$ cat src/rtl/adc_capture_sequencer_pkg.sv
// ---------------------------------------------------------------------------
// adc_capture_sequencer_pkg
//   Shared definitions for the ADC capture sequencer and its frame shifter:
//   the sequencer state type, default frame geometry and a counter-width
//   helper. No ports.
// ---------------------------------------------------------------------------
package adc_capture_sequencer_pkg;

   localparam int DEF_DATA_W       = 10;  // data bits per sample, MSB first
   localparam int DEF_FRAME_BITS   = 16;  // SCLK cycles with cs low per frame
   localparam int DEF_LEAD_ZEROS   = 4;   // leading zero bits before data
   localparam int DEF_QUIET_CYCLES = 2;   // cs-high cycles before each frame
   localparam int DEF_ADDR_W       = 4;   // sample RAM address width

   typedef enum logic [2:0] {
      IDLE,
      QUIET,
      CONV,
      WRITE,
      DONE
   } state_t;

   // Width of a counter that must hold the values 0..n-1 (at least 1 bit).
   function automatic int cnt_width(input int n);
      return (n > 1) ? $clog2(n) : 1;
   endfunction

endpackage

$ cat src/rtl/adc_frame_shift.sv
// ---------------------------------------------------------------------------
// adc_frame_shift
//   Per-frame serial-to-parallel unit. Tracks the bit index inside a frame,
//   shifts the data field in MSB first and flags any leading bit that is 1.
//
// Ports:
//   clk      in   SPI-rate clock, rising edge
//   reset_b  in   asynchronous active-low reset
//   clear    in   restart the frame (asserted on the edge that enters CONV)
//   en       in   one serial bit is sampled this cycle (sequencer in CONV)
//   sdata    in   ADC serial data
//   last_bit out  this cycle samples the final bit of the frame
//   lead_one out  this cycle samples a leading bit that is 1
//   sample   out  assembled data field, including the bit sampled this cycle
// ---------------------------------------------------------------------------
module adc_frame_shift
   import adc_capture_sequencer_pkg::*;
#(
   parameter int DATA_W     = DEF_DATA_W,
   parameter int FRAME_BITS = DEF_FRAME_BITS,
   parameter int LEAD_ZEROS = DEF_LEAD_ZEROS
) (
   input  logic              clk,
   input  logic              reset_b,
   input  logic              clear,
   input  logic              en,
   input  logic              sdata,
   output logic              last_bit,
   output logic              lead_one,
   output logic [DATA_W-1:0] sample
);

   localparam int IDX_W = cnt_width(FRAME_BITS);
   localparam logic [IDX_W-1:0] LAST_IDX = IDX_W'(FRAME_BITS - 1);
   localparam logic [IDX_W-1:0] DATA_LO  = IDX_W'(LEAD_ZEROS);
   localparam logic [IDX_W-1:0] DATA_HI  = IDX_W'(LEAD_ZEROS + DATA_W - 1);

   logic [IDX_W-1:0]  bit_idx;
   logic [DATA_W-1:0] shreg;
   logic              in_lead;
   logic              in_data;

   // NOTE: every output of this block is assigned on every path, so it stays
   // purely combinational and no latch is inferred.
   always_comb begin
      in_lead  = (bit_idx < DATA_LO);
      in_data  = (bit_idx >= DATA_LO) && (bit_idx <= DATA_HI);
      last_bit = en && (bit_idx == LAST_IDX);
      lead_one = en && in_lead && sdata;
      // Present the shift including the current bit, so a data field that
      // ends on the last frame bit is still complete when the frame closes.
      sample   = in_data ? {shreg[DATA_W-2:0], sdata} : shreg;
   end

   // NOTE: registers are written with non-blocking assignments so every
   // flop updates from the values present before the clock edge.
   always_ff @(posedge clk or negedge reset_b) begin
      if (!reset_b) begin
         bit_idx <= '0;
         shreg   <= '0;
      end else if (clear) begin
         bit_idx <= '0;
         shreg   <= '0;
      end else if (en) begin
         bit_idx <= bit_idx + IDX_W'(1);
         if (in_data) begin
            shreg <= sample;
         end
      end
   end

endmodule

$ cat src/rtl/adc_capture_sequencer.sv
// ---------------------------------------------------------------------------
// adc_capture_sequencer
//   Runs bursts of ADC conversions on the SPI clock: drives chip-select,
//   collects each serial frame through adc_frame_shift and writes every
//   sample to the sample RAM at an auto-incrementing address. A host starts
//   a burst of num_samples conversions and gets busy/done back; abort ends
//   a burst early without writing a partial frame.
//
// Ports:
//   clk          in   SPI-rate clock (also forwarded as ADC SCLK)
//   reset_b      in   asynchronous active-low reset
//   start        in   level; accepted only in IDLE
//   abort        in   ends the burst at the next edge, beats start
//   num_samples  in   samples per burst, latched when start is accepted
//   adc_sdata    in   ADC serial data, sampled while cs is low
//   cs           out  ADC chip-select, active low
//   busy         out  high in every state except IDLE
//   done         out  one-cycle pulse when a burst completes
//   frame_err    out  sticky leading-bit error, cleared by an accepted start
//   wr_en        out  RAM write strobe, one cycle per sample
//   wr_addr      out  RAM write address
//   wr_data      out  RAM write data
// ---------------------------------------------------------------------------
module adc_capture_sequencer
   import adc_capture_sequencer_pkg::*;
#(
   parameter int DATA_W       = DEF_DATA_W,
   parameter int FRAME_BITS   = DEF_FRAME_BITS,
   parameter int LEAD_ZEROS   = DEF_LEAD_ZEROS,
   parameter int QUIET_CYCLES = DEF_QUIET_CYCLES,
   parameter int ADDR_W       = DEF_ADDR_W
) (
   input  logic              clk,
   input  logic              reset_b,
   input  logic              start,
   input  logic              abort,
   input  logic [ADDR_W:0]   num_samples,
   input  logic              adc_sdata,
   output logic              cs,
   output logic              busy,
   output logic              done,
   output logic              frame_err,
   output logic              wr_en,
   output logic [ADDR_W-1:0] wr_addr,
   output logic [DATA_W-1:0] wr_data
);

   localparam int CNT_W  = ADDR_W + 1;
   localparam int QCNT_W = cnt_width(QUIET_CYCLES);
   localparam logic [QCNT_W-1:0] QUIET_LAST = QCNT_W'(QUIET_CYCLES - 1);

   state_t            state;
   logic [QCNT_W-1:0] quiet_cnt;
   logic [CNT_W-1:0]  num_lat;
   logic [CNT_W-1:0]  sample_cnt;
   logic [CNT_W-1:0]  sample_cnt_inc;
   logic              quiet_last;
   logic              shift_en;
   logic              last_bit;
   logic              lead_one;
   logic [DATA_W-1:0] sample;

   assign quiet_last     = (state == QUIET) && (quiet_cnt == QUIET_LAST);
   assign shift_en       = (state == CONV);
   assign sample_cnt_inc = sample_cnt + CNT_W'(1);

   // The shifter restarts on the same edge that drops cs, so bit index 0
   // lines up with the first edge that samples adc_sdata with cs low.
   adc_frame_shift #(
      .DATA_W     (DATA_W),
      .FRAME_BITS (FRAME_BITS),
      .LEAD_ZEROS (LEAD_ZEROS)
   ) u_frame_shift (
      .clk      (clk),
      .reset_b  (reset_b),
      .clear    (quiet_last),
      .en       (shift_en),
      .sdata    (adc_sdata),
      .last_bit (last_bit),
      .lead_one (lead_one),
      .sample   (sample)
   );

   // State and all outputs are registered together: each transition sets
   // the outputs that belong to the state being entered.
   always_ff @(posedge clk or negedge reset_b) begin
      if (!reset_b) begin
         state      <= IDLE;
         quiet_cnt  <= '0;
         num_lat    <= '0;
         sample_cnt <= '0;
         cs         <= 1'b1;
         busy       <= 1'b0;
         done       <= 1'b0;
         frame_err  <= 1'b0;
         wr_en      <= 1'b0;
         wr_addr    <= '0;
         wr_data    <= '0;
      end else begin
         // Single-cycle strobes fall back to zero unless a transition
         // below raises them again.
         done  <= 1'b0;
         wr_en <= 1'b0;

         if (abort && (state != IDLE)) begin
            // Leave immediately; frame_err and wr_addr keep their values.
            state <= IDLE;
            cs    <= 1'b1;
            busy  <= 1'b0;
         end else begin
            unique case (state)
               IDLE: begin
                  if (start && !abort) begin
                     num_lat    <= num_samples;
                     sample_cnt <= '0;
                     wr_addr    <= '0;
                     frame_err  <= 1'b0;
                     quiet_cnt  <= '0;
                     busy       <= 1'b1;
                     if (num_samples == '0) begin
                        state <= DONE;
                        done  <= 1'b1;
                     end else begin
                        state <= QUIET;
                     end
                  end
               end

               QUIET: begin
                  if (quiet_last) begin
                     state <= CONV;
                     cs    <= 1'b0;
                  end else begin
                     quiet_cnt <= quiet_cnt + QCNT_W'(1);
                  end
               end

               CONV: begin
                  if (lead_one) begin
                     frame_err <= 1'b1;
                  end
                  if (last_bit) begin
                     state   <= WRITE;
                     cs      <= 1'b1;
                     wr_en   <= 1'b1;
                     wr_data <= sample;
                  end
               end

               WRITE: begin
                  // Address wraps modulo 2^ADDR_W for bursts longer than
                  // the RAM.
                  wr_addr    <= wr_addr + ADDR_W'(1);
                  sample_cnt <= sample_cnt_inc;
                  quiet_cnt  <= '0;
                  if (sample_cnt_inc == num_lat) begin
                     state <= DONE;
                     done  <= 1'b1;
                  end else begin
                     state <= QUIET;
                  end
               end

               DONE: begin
                  state <= IDLE;
                  busy  <= 1'b0;
               end

               default: begin
                  state <= IDLE;
                  cs    <= 1'b1;
                  busy  <= 1'b0;
               end
            endcase
         end
      end
   end

endmodule
$ cat config.mk
export PLATFORM = sky130hd
export DESIGN_NAME = adc_capture_sequencer
export DESIGN_NICKNAME = d
export VERILOG_FILES = /design/src/rtl/adc_capture_sequencer_pkg.sv /design/src/rtl/adc_frame_shift.sv /design/src/rtl/adc_capture_sequencer.sv
export SDC_FILE = /design/constraint.sdc
export NUM_CORES = 1
export LEC_CHECK = 0
export CAP_MARGIN = 10
export CORE_UTILIZATION = 31
export DETAILED_ROUTE_END_ITERATION = 8
export GPL_TIMING_DRIVEN = 0
export PLACE_DENSITY = 0.49
export SLEW_MARGIN = 30
export SYNTH_ARGS = -nofsm -noshare
export SYNTH_HDL_FRONTEND = slang
export SYNTH_SLANG_ARGS = --single-unit
$ cat constraint.sdc
create_clock -name clk -period 1.6 [get_ports clk]
set_input_delay 0.16 -clock clk [delete_from_list [all_inputs] [get_ports clk]]
set_output_delay 0.16 -clock clk [all_outputs]
set_load 0.01 [all_outputs]
==> flow_metrics.tcl <==
set metrics [dict create \
    dpl.cell_count 358 \
    area_of_the_die_um2 7690 \
    mappedNetlistArea_um2 2280 \
    ctsRootBufferMaster "sky130_fd_sc_hd__clkbuf_8" \
    post-route-worst-setup-slack_ps -56.7 \
    synth.top_cells.by_count "sky130_fd_sc_hd__dfrtp_1 (46), sky130_fd_sc_hd__nand2_1 (44), sky130_fd_sc_hd__o21ai_1 (24)" \
    report.final.setup_viol 2 \
    gr-usage-all-layers 0.148 \
    outcome "finished with violations" \
    globalRoute.totalOverflow 0 \
    synth_fp_nets 248 \
    failed_checks "setup timing" \
    start_util 0.328 \
    synth.top_cells.by_area "sky130_fd_sc_hd__dfrtp_1 (51%), sky130_fd_sc_hd__nand2_1 (7.3%), sky130_fd_sc_hd__o21ai_1 (5.3%)" \
    die_width_um 87.7 \
    reg2reg_from "sample_cnt[1]" \
    detailroute.via_count 1763 \
    initial_antenna_violation_count 0 \
    power_leakage_uw 0.00125 \
    fillCellCount 692 \
    firstDrtPassIters 4 \
    timing.critical_path.to "state[2]" \
    clock_sink_count 47 \
    cts-buffers-inserted 5 \
    finalHoldViolations 0 \
    synthXorXnorAreaFrac 0.0462 \
    post-synth-top-area-fraction 0.505 \
    wire_per_inst_um 13.3 \
    drv_slew 0 \
    worst_pin_slew_ps 429 \
    finish.utilization 0.438 \
    final_nets 297 \
    max_cap_violations 0 \
    critical_path_class "flop to flop" \
    cp_data_arrival_time_ps 1890 \
    place_congestion 0.760 \
    synth.avg_cell_area_um2 9.77 \
    pre_cts_ws_ps -358 \
    die_height_um 87.7 \
    area_of_the_multi_input_gates_um2 1130 \
    num_rows 30 \
    area.sequential_um2 1180 \
    floorplan.io_pins 29 \
    max_clock_freq_mhz 604 \
    drt_first_iter_violations 81 \
    rsz0062_at_grt "true" \
    io_buffer_count 28 \
    startpoint_type "flop" \
    leading_register_cell_type_out_of_synthesis "sky130_fd_sc_hd__dfrtp_1" \
    dp.final_hpwl_um 3400 \
    n_antenna_cell 0 \
    yosys_register_bits 47 \
    most_repeated_cell_in_the_gate_level_netlist_after_synthesis "sky130_fd_sc_hd__dfrtp_1" \
    pin_count_of_the_biggest_net_entering_global_routing 48 \
    r2r_end "state[2]" \
    required_ps 1830 \
    drt_drc_violations_left 0 \
    drive_gt1_frac 0.188 \
    drt.antenna.violating_nets 0 \
    flow.area_growth_from_synthesis_pct 33.7 \
    detail_route.wirelength_um 5040 \
    irDropWorstVdd_v 0.000509 \
    synth_edf_count 0 \
    synthesis.yosys.warnings 0 \
    number_of_global_route_vias_before_repair 1773 \
    fin_crit_ps 1660 \
    reg2reg_depth 5 \
    synth.mux.area_fraction 0.0687 \
    synthesis.instances 233 \
    crit_path_start "sample_cnt[1]" \
    cts_tree "yes" \
    power-per-cell-area_nw_per_um2 1160 \
    layout.cells.non_filler 378 \
    grt_first_pass_wirelength_um 8760 \
    htreeDepth 2 \
    critical_path_peak_fanout 5 \
    max-slew-margin-rel 0.713 \
    total_power_uw 3520 \
    source_to_sink_clock_delay_at_the_later_pin_of_the_worst_skew_pair_ps 300 \
    max-clock-path-buffers 2 \
    post_synth_and_or_nand_nor_area_fraction 0.191 \
    postSynth.asyncResetShare 1.00 \
    synth_top_cell_by_area "sky130_fd_sc_hd__dfrtp_1" \
    timing.critical_path.to_type "flop" \
    clk_pin_slew_worst_paths_ps 90 \
    largest_family_of_logic_cells_by_synthesized_area "simple AND/OR/NAND/NOR gates" \
    detail_route.vias_per_cell 4.66 \
    setup.reg_to_reg.worst_slack_ps -60 \
    synthAdderAreaFrac 0.0275 \
    yosys.cell_types.count 41 \
    class_of_the_most_critical_hold_timing_path "input pin to async pin" \
    clock-skew-final_ps 7.47 \
    period_share 1.04 \
    synth-seq-area-share 0.517 \
    synth_compound_gate_area_share 0.125 \
    core_region_um2 6940 \
]
## worst max-delay path, stage by stage, from the launching register on
cell and delay, ps:
sky130_fd_sc_hd__dfrtp_1 400, sky130_fd_sc_hd__ha_4 190, sky130_fd_sc_hd__nand3_4 80, sky130_fd_sc_hd__or3_4 340, sky130_fd_sc_hd__a2111o_1 440, sky130_fd_sc_hd__a21oi_2 140
## area by class of cell
class | instances | share of cell area
Clock buffer | 5 | 0.0226
Sequential cell | 47 | 0.388
Inverter | 5 | 0.00617
Multi-Input combinational cell | 172 | 0.372
Clock inverter | 2 | 0.0123
Buffer | 7 | 0.0173
Timing Repair Buffer | 44 | 0.142
Tap cell | 96 | 0.0395
## layer usage
layer	track usage	part of all wire	vias to the layer above
li1	-	-	893
met1	0.226	0.54	838
met2	0.206	0.41	25
met3	0.0292	0.030	7
met4	0.0492	0.012	0
met5	0	0	-
## kinds of logic after synthesis
kind of cell    count (synthesis)
compound gates                 48
xor+xnor                       12
fa+ha+maj                       5
buf+inv                        14
flops                          47
mux                            15
simple gates                   92
## registers in the layout, indices dropped and copies added (netlist names)
register,count
quiet_cnt,1
u_frame_shift.shreg,10
num_lat,5
sample_cnt,5
cs,1
frame_err,1
busy,1
done,1
wr_en,1
wr_data,10
u_frame_shift.bit_idx,4
state,3
wr_addr,4
## worst min-delay path by stage
stage	from	to	slack [ps]	depth (start not counted)
after global placement	wr_data[0]	wr_data[0]	470	2
after global routing	reset_b	num_lat[2]	410	3
final	reset_b	busy	360	3
after floorplan	reset_b	busy	-140	0
after detailed placement	reset_b	busy	160	2
after CTS	reset_b	num_lat[2]	370	3
## power by group
| part | total [uW] | switching, uW | leakage, uW | internal, uW |
|---|---|---|---|---|
| clock | 867 | 410 | 0.0000502 | 457 |
| sequential | 1570 | 188 | 0.000629 | 1380 |
| combinational | 1080 | 531 | 0.000575 | 554 |
## cells in the final DEF (no fill, tap or decap), types with 5 or more instances in the layout
master / Yosys / layout
sky130_fd_sc_hd__clkdlybuf4s50_1: 0 / 27
sky130_fd_sc_hd__o21ai_1: 24 / 25
sky130_fd_sc_hd__a21oi_1: 9 / 8
sky130_fd_sc_hd__nand2_1: 44 / 44
sky130_fd_sc_hd__clkbuf_8: 0 / 5
sky130_fd_sc_hd__dfrtp_1: 46 / 43
sky130_fd_sc_hd__buf_4: 0 / 17
sky130_fd_sc_hd__xor2_1: 7 / 6
sky130_fd_sc_hd__mux2i_1: 10 / 10
sky130_fd_sc_hd__nor2_1: 20 / 18
sky130_fd_sc_hd__xnor2_1: 5 / 5
## timing repair
| action | CTS | global route |
|---|---|---|
| pin swaps | 3 | 6 |
| gates resized for setup | 13 | 22 |
| hold buffers | 1 | 0 |
| endpoints found under the hold margin | 46 | 0 |
| buffers inserted | 6 | 8 |
| endpoints found under the setup margin | 28 | 36 |
## stage by stage
| step | hold WS [ps] | cell area [um2] | TNS [ps] |
|---|---|---|---|
| 3_5_place_dp | 157 | 2720 | -6670 |
| 3_3_place_gp | 472 | 2690 | -59100 |
| 6_report | 364 | 3040 | -110 |
| 5_1_grt | 407 | 3040 | -836 |
| 4_1_cts | 370 | 2910 | -64.1 |
| 2_1_floorplan | -136 | 2290 | -42.3 |
Power figures use the tool's default switching activity.
